File: config.mk
export PLATFORM = sky130hd
export DESIGN_NAME = dmem_port_arbiter
export DESIGN_NICKNAME = d
export VERILOG_FILES = /design/src/rtl/dmem_port_arbiter.sv
export SDC_FILE = /design/constraint.sdc
export NUM_CORES = 1
export LEC_CHECK = 0
export CAP_MARGIN = 0
export CORE_MARGIN = 1
export CORE_UTILIZATION = 40
export DETAILED_ROUTE_END_ITERATION = 7
export GPL_TIMING_DRIVEN = 0
export HOLD_SLACK_MARGIN = 0.02
export PLACE_DENSITY = 0.77
export REMOVE_ABC_BUFFERS = 1
export SLEW_MARGIN = 20
export SYNTH_ARGS = -nofsm -noshare
export SYNTH_HDL_FRONTEND = slang
export SYNTH_SLANG_ARGS = --single-unit
File: constraint.sdc
create_clock -name clk_i -period 4.9 [get_ports clk_i]
set_clock_uncertainty 0.15 [all_clocks]
set_input_delay 0.49 -clock clk_i [delete_from_list [all_inputs] [get_ports clk_i]]
set_output_delay 0.49 -clock clk_i [all_outputs]
set_load 0.05 [all_outputs]
File: src/rtl/dmem_port_arbiter.sv
// Arbiter sharing one fixed-latency single-port memory between IF and MEM requesters.
// MEM normally wins contested grants; IF is forced through after STARVE_MAX consecutive losses.
module dmem_port_arbiter #(
  parameter int ADDR_W     = 32,
  parameter int DATA_W     = 32,
  parameter int MEM_LAT    = 2,
  parameter int STARVE_MAX = 4
) (
  input  logic              clk_i,
  input  logic              rst_ni,
  input  logic              if_req_i,
  input  logic [ADDR_W-1:0] if_addr_i,
  output logic              if_ready_o,
  output logic [DATA_W-1:0] if_rdata_o,
  output logic              if_stall_o,
  input  logic              mem_req_i,
  input  logic              mem_we_i,
  input  logic [ADDR_W-1:0] mem_addr_i,
  input  logic [DATA_W-1:0] mem_wdata_i,
  output logic              mem_ready_o,
  output logic [DATA_W-1:0] mem_rdata_o,
  output logic              mem_stall_o,
  output logic              ram_en_o,
  output logic              ram_we_o,
  output logic [ADDR_W-1:0] ram_addr_o,
  output logic [DATA_W-1:0] ram_wdata_o,
  input  logic [DATA_W-1:0] ram_rdata_i
);

  localparam logic [3:0] LatInit   = 4'(MEM_LAT);
  localparam logic [3:0] StarveLim = 4'(STARVE_MAX);

  typedef enum logic [1:0] {IDLE, WAIT, RESP} state_e;
  typedef enum logic {OWN_IF, OWN_MEM} owner_e;

  state_e            state_q, state_d;
  owner_e            owner_q;
  logic              we_q;
  logic [3:0]        lat_cnt_q;
  logic [3:0]        starve_cnt_q;
  logic              ram_en_q, ram_we_q;
  logic [ADDR_W-1:0] ram_addr_q;
  logic [DATA_W-1:0] ram_wdata_q;
  logic [DATA_W-1:0] if_rdata_q, mem_rdata_q;

  logic any_req, mem_wins, grant;

  assign any_req  = if_req_i | mem_req_i;
  assign mem_wins = mem_req_i & ~(if_req_i & (starve_cnt_q == StarveLim));
  assign grant    = (state_q == IDLE) & any_req;

  always_ff @(posedge clk_i or negedge rst_ni) begin
    if (!rst_ni) state_q <= IDLE;
    else         state_q <= state_d;
  end

  always_comb begin
    state_d = state_q;
    case (state_q)
      IDLE:    if (any_req) state_d = WAIT;
      WAIT:    if (lat_cnt_q == 4'd0) state_d = RESP;
      RESP:    state_d = IDLE;
      default: state_d = IDLE;
    endcase
  end

  always_comb begin
    if_ready_o  = (state_q == RESP) && (owner_q == OWN_IF);
    mem_ready_o = (state_q == RESP) && (owner_q == OWN_MEM);
    if_stall_o  = if_req_i & ~if_ready_o;
    mem_stall_o = mem_req_i & ~mem_ready_o;
  end

  // Grant-time latching, the latency countdown and the read-data capture.
  always_ff @(posedge clk_i or negedge rst_ni) begin
    if (!rst_ni) begin
      owner_q      <= OWN_IF;
      we_q         <= 1'b0;
      lat_cnt_q    <= 4'd0;
      starve_cnt_q <= 4'd0;
      ram_en_q     <= 1'b0;
      ram_we_q     <= 1'b0;
      ram_addr_q   <= '0;
      ram_wdata_q  <= '0;
      if_rdata_q   <= '0;
      mem_rdata_q  <= '0;
    end else begin
      ram_en_q <= 1'b0;
      ram_we_q <= 1'b0;
      if (grant) begin
        owner_q     <= mem_wins ? OWN_MEM : OWN_IF;
        we_q        <= mem_wins & mem_we_i;
        ram_en_q    <= 1'b1;
        ram_we_q    <= mem_wins & mem_we_i;
        ram_addr_q  <= mem_wins ? mem_addr_i : if_addr_i;
        ram_wdata_q <= mem_wins ? mem_wdata_i : '0;
        lat_cnt_q   <= LatInit;
        if (mem_wins && if_req_i)
          starve_cnt_q <= (starve_cnt_q == StarveLim) ? starve_cnt_q : starve_cnt_q + 4'd1;
        else
          starve_cnt_q <= 4'd0;
      end else if (state_q == WAIT) begin
        if (lat_cnt_q != 4'd0) begin
          lat_cnt_q <= lat_cnt_q - 4'd1;
        end else if (owner_q == OWN_IF) begin
          if_rdata_q <= ram_rdata_i;
        end else if (!we_q) begin
          mem_rdata_q <= ram_rdata_i;
        end
      end
    end
  end

  assign ram_en_o    = ram_en_q;
  assign ram_we_o    = ram_we_q;
  assign ram_addr_o  = ram_addr_q;
  assign ram_wdata_o = ram_wdata_q;
  assign if_rdata_o  = if_rdata_q;
  assign mem_rdata_o = mem_rdata_q;

endmodule

==> impl_metrics.csv <==
group,metric,value,unit
routing,drt-wirelength-per-cell,18.56,um
finish,syn_to_final_growth,57.67,%
sta,period_needed,2.825,ns
grt,antenna_found_initial,0,
worst_hold_path,hold_path_class,"flop to flop",
sta,worst_pin_slew,0.8063,ns
worst_setup_path,crit_family,"simple AND/OR/NAND/NOR gates",
clocking,cts_root_buf,"clkbuf_16",
grt,grtUsageTotal,0.2311,
placed_design,gp_congestion,0.7905,
sta,setup_ws,2.075,ns
placed_design,place_area,8977,um2
synth,synthCells,511,
synth,syn-cell-area,6092,um2
routing,detailroute.via_count,5334,
worst_setup_path,endpoint_kind,"flop",
routing,drc,21,
worst_setup_path,rrSetupSlack,2.42,ns
placed_design,port_buffers,266,
finish,final_common_cell,"clkdlybuf4s50_1",
sta,hold_viol_final,0,
finish,fillers,1114,
floorplanning,core-area,14700,um2
clocking,clk_pin_slew,0.06,ns
status,run_status,"complete, but fails checks",
routing,ant_nets,0,
finish,layout-drive-gt1-share,0.1438,
routing,drt_iter0_markers,332,
clocking,numCtsBuffers,17,
placed_design,dp_slack,1.673,ns
sta,slew_violations,0,
synth,synth_warnings,0,
synth,synth_area_per_cell,11.92,um2
finish,diodes,0,
sta,relSlewSlack,0.4612,
worst_setup_path,cp_num_buf_inv,2,
worst_setup_path,critPathLaunchType,"primary input",
finish,fin_nets,895,
placed_design,hpwl,12.13,mm
pwr,max-vdd-ir-drop,496.4,uV
finish,final_cell_mix,"clkdlybuf4s50_1, dfrtp_1, nand3_1, mux2_2, o21ai_0",
clocking,clk_latency,0.41,ns
worst_setup_path,crit_path_cell_trace,"buf_2 -> or2_4 -> nand2_2 -> inv_1 -> o22ai_1",
status,failed_checks,"design-rule violations",
sta,setup_viol,0,
clocking,cts_setup_buffers,0,
floorplanning,fp.dieW,125.4,um
pwr,p_leak,3.806,nW
routing,drt_wl_total,17.74,mm
floorplanning,start_util,0.4145,
floorplanning,row_count,44,
grt,grt_pass1_wl,28.41,mm
worst_setup_path,crit_type,"primary input to flop",
floorplanning,die_y,125.4,um
clocking,htreeDepth,4,
finish,design_area,9605,um2
floorplanning,ioPinCount,267,
grt,grt_max_degree,80,
clocking,cts_buffer_depth,2,
job,maxCapViolations,0,
clocking,clock-sinks,142,
synth,yosysSeqAreaShare,0.5833,
routing,dr.pass1.iters,7,
worst_setup_path,required,5.03,ns
sta,min_period_over_period,0.5765,
grt,grt_pass1_vias,5449,
sta,fmax,0.3540,GHz
finish,fin_cells,956,
clocking,cts_tree,"yes",
grt,overflow,0,
synth,synth_cell_type_count,35,
worst_setup_path,critPathMaxFanout,67,
sta,grt_setup_unrepaired,"false",
pwr,p_per_area,841.9,nW/um2
worst_setup_path,slowest_delay,0.74,ns
worst_setup_path,cp.arrival,2.96,ns
floorplanning,dieArea,15730,um2
placed_design,dp_cells,923,
routing,viasPerCell,5.579,
synth,synth-seq-cells,142,
worst_setup_path,cpMaxStageDelayCell,"or2_4",
## per-layer routing
layer | share of wire | vias to the layer above | track usage
met3 | 0.079 | 26 | 0.06247
met1 | 0.41 | 2642 | 0.2794
met4 | 0.016 | 0 | 0.09039
li1 | - | 2412 | -
met5 | 0 | - | 0
met2 | 0.50 | 254 | 0.3927
## power by group
part	leakage [nW]	switching (mW)	internal, mW
clock	0.304	0.503	0.836
sequential	1.73	0.335	1.77
combinational	1.77	2.99	1.65
## flip-flops by register name, indices dropped and copies added, names as in the netlist
signal        count
lat_cnt_q         4
ram_en_o          1
starve_cnt_q      4
state_q           2
we_q              1
ram_wdata_o      32
mem_rdata_o      32
ram_addr_o       32
ram_we_o          1
owner_q           1
if_rdata_o       32
## final cells by class
cell class                      instances  area [um2]  area share
Clock buffer                           21       460.4     0.04794
Multi-Input combinational cell        313        2322      0.2418
Clock inverter                         11       155.1     0.01615
Inverter                                7       26.28    0.002735
Timing Repair Buffer                  278        2858      0.2975
Sequential cell                       142        3553      0.3699
Tap cell                              184       230.2     0.02397
## per-stage QoR
step	utilization	hold WS (ns)	power, mW	setup TNS [ns]
CTS	0.6533	0.3410	8.138	0
detailed placement	0.6107	0.3163	6.765	0
finish	0.6535	0.3347	8.087	0
global placement	0.5967	0.3187	6.561	-489.37
global route	0.6535	0.3579	8.449	0
floorplan	-	0.04441	5.030	-42.92
## cells by family after synthesis
logic type      share of synthesized area
simple gates                       0.1228
flops                              0.5833
mux                                0.1199
compound gates                     0.1284
buf+inv                           0.03943
fa+ha+maj                        0.006162
## timing repair
action | in CTS | in global routing
hold endpoints to repair | 63 | 0
hold buffers | 1 | 0
gates resized for setup | 0 | 0
## worst register-to-register path, stage by stage, from the launching register on
cell,delay [ns]
dfrtp_1,0.39
inv_1,0.09
ha_1,0.18
or3b_4,0.42
nor3_4,0.33
buf_8,0.22
buf_6,0.21
mux2_2,0.37
## cell usage after synthesis
master	instances	area, um2
nand2_1	5	18.77
or2_2	1	6.260
nor3_4	1	16.27
o211ai_1	33	247.7
or2_1	1	6.260
nand3b_1	1	7.510
o311ai_0	1	8.760
mux2_2	58	653.1
ha_1	3	37.54
or3b_4	1	11.26
nor2b_1	4	25.02
buf_1	6	22.52
nand2b_1	2	12.51
nand3_1	70	350.3
nand4_1	33	206.5
mux2i_1	1	10.01
nor3b_1	1	7.510
o2bb2ai_1	33	289.0
or4_1	1	7.510
nand4b_1	2	17.52
nor2_1	4	15.01
a21oi_1	2	10.01
inv_1	7	26.28
or3_1	1	6.260
buf_2	6	30.03
dfrtp_1	142	3553
nor3b_2	1	12.51
mux2_1	6	67.56
o21ai_0	41	205.2
and3b_1	1	8.760
a311oi_1	1	8.760
o22ai_1	2	12.51
and2_1	2	12.51
buf_6	3	33.78
clkbuf_1	34	127.6
## final timing paths
check	cells after the start	from	endpoint
max	5	mem_req_i	starve_cnt_q[1]
min	1	if_rdata_o[6]	if_rdata_o[6]
max reg2reg	7	lat_cnt_q[0]	if_rdata_o[8]
min reg2reg	1	if_rdata_o[6]	if_rdata_o[6]
max in group asynchronous	3	rst_ni	ram_addr_o[10]
min in group asynchronous	2	rst_ni	if_rdata_o[6]
Note: power is estimated with default switching activity, not from simulation.
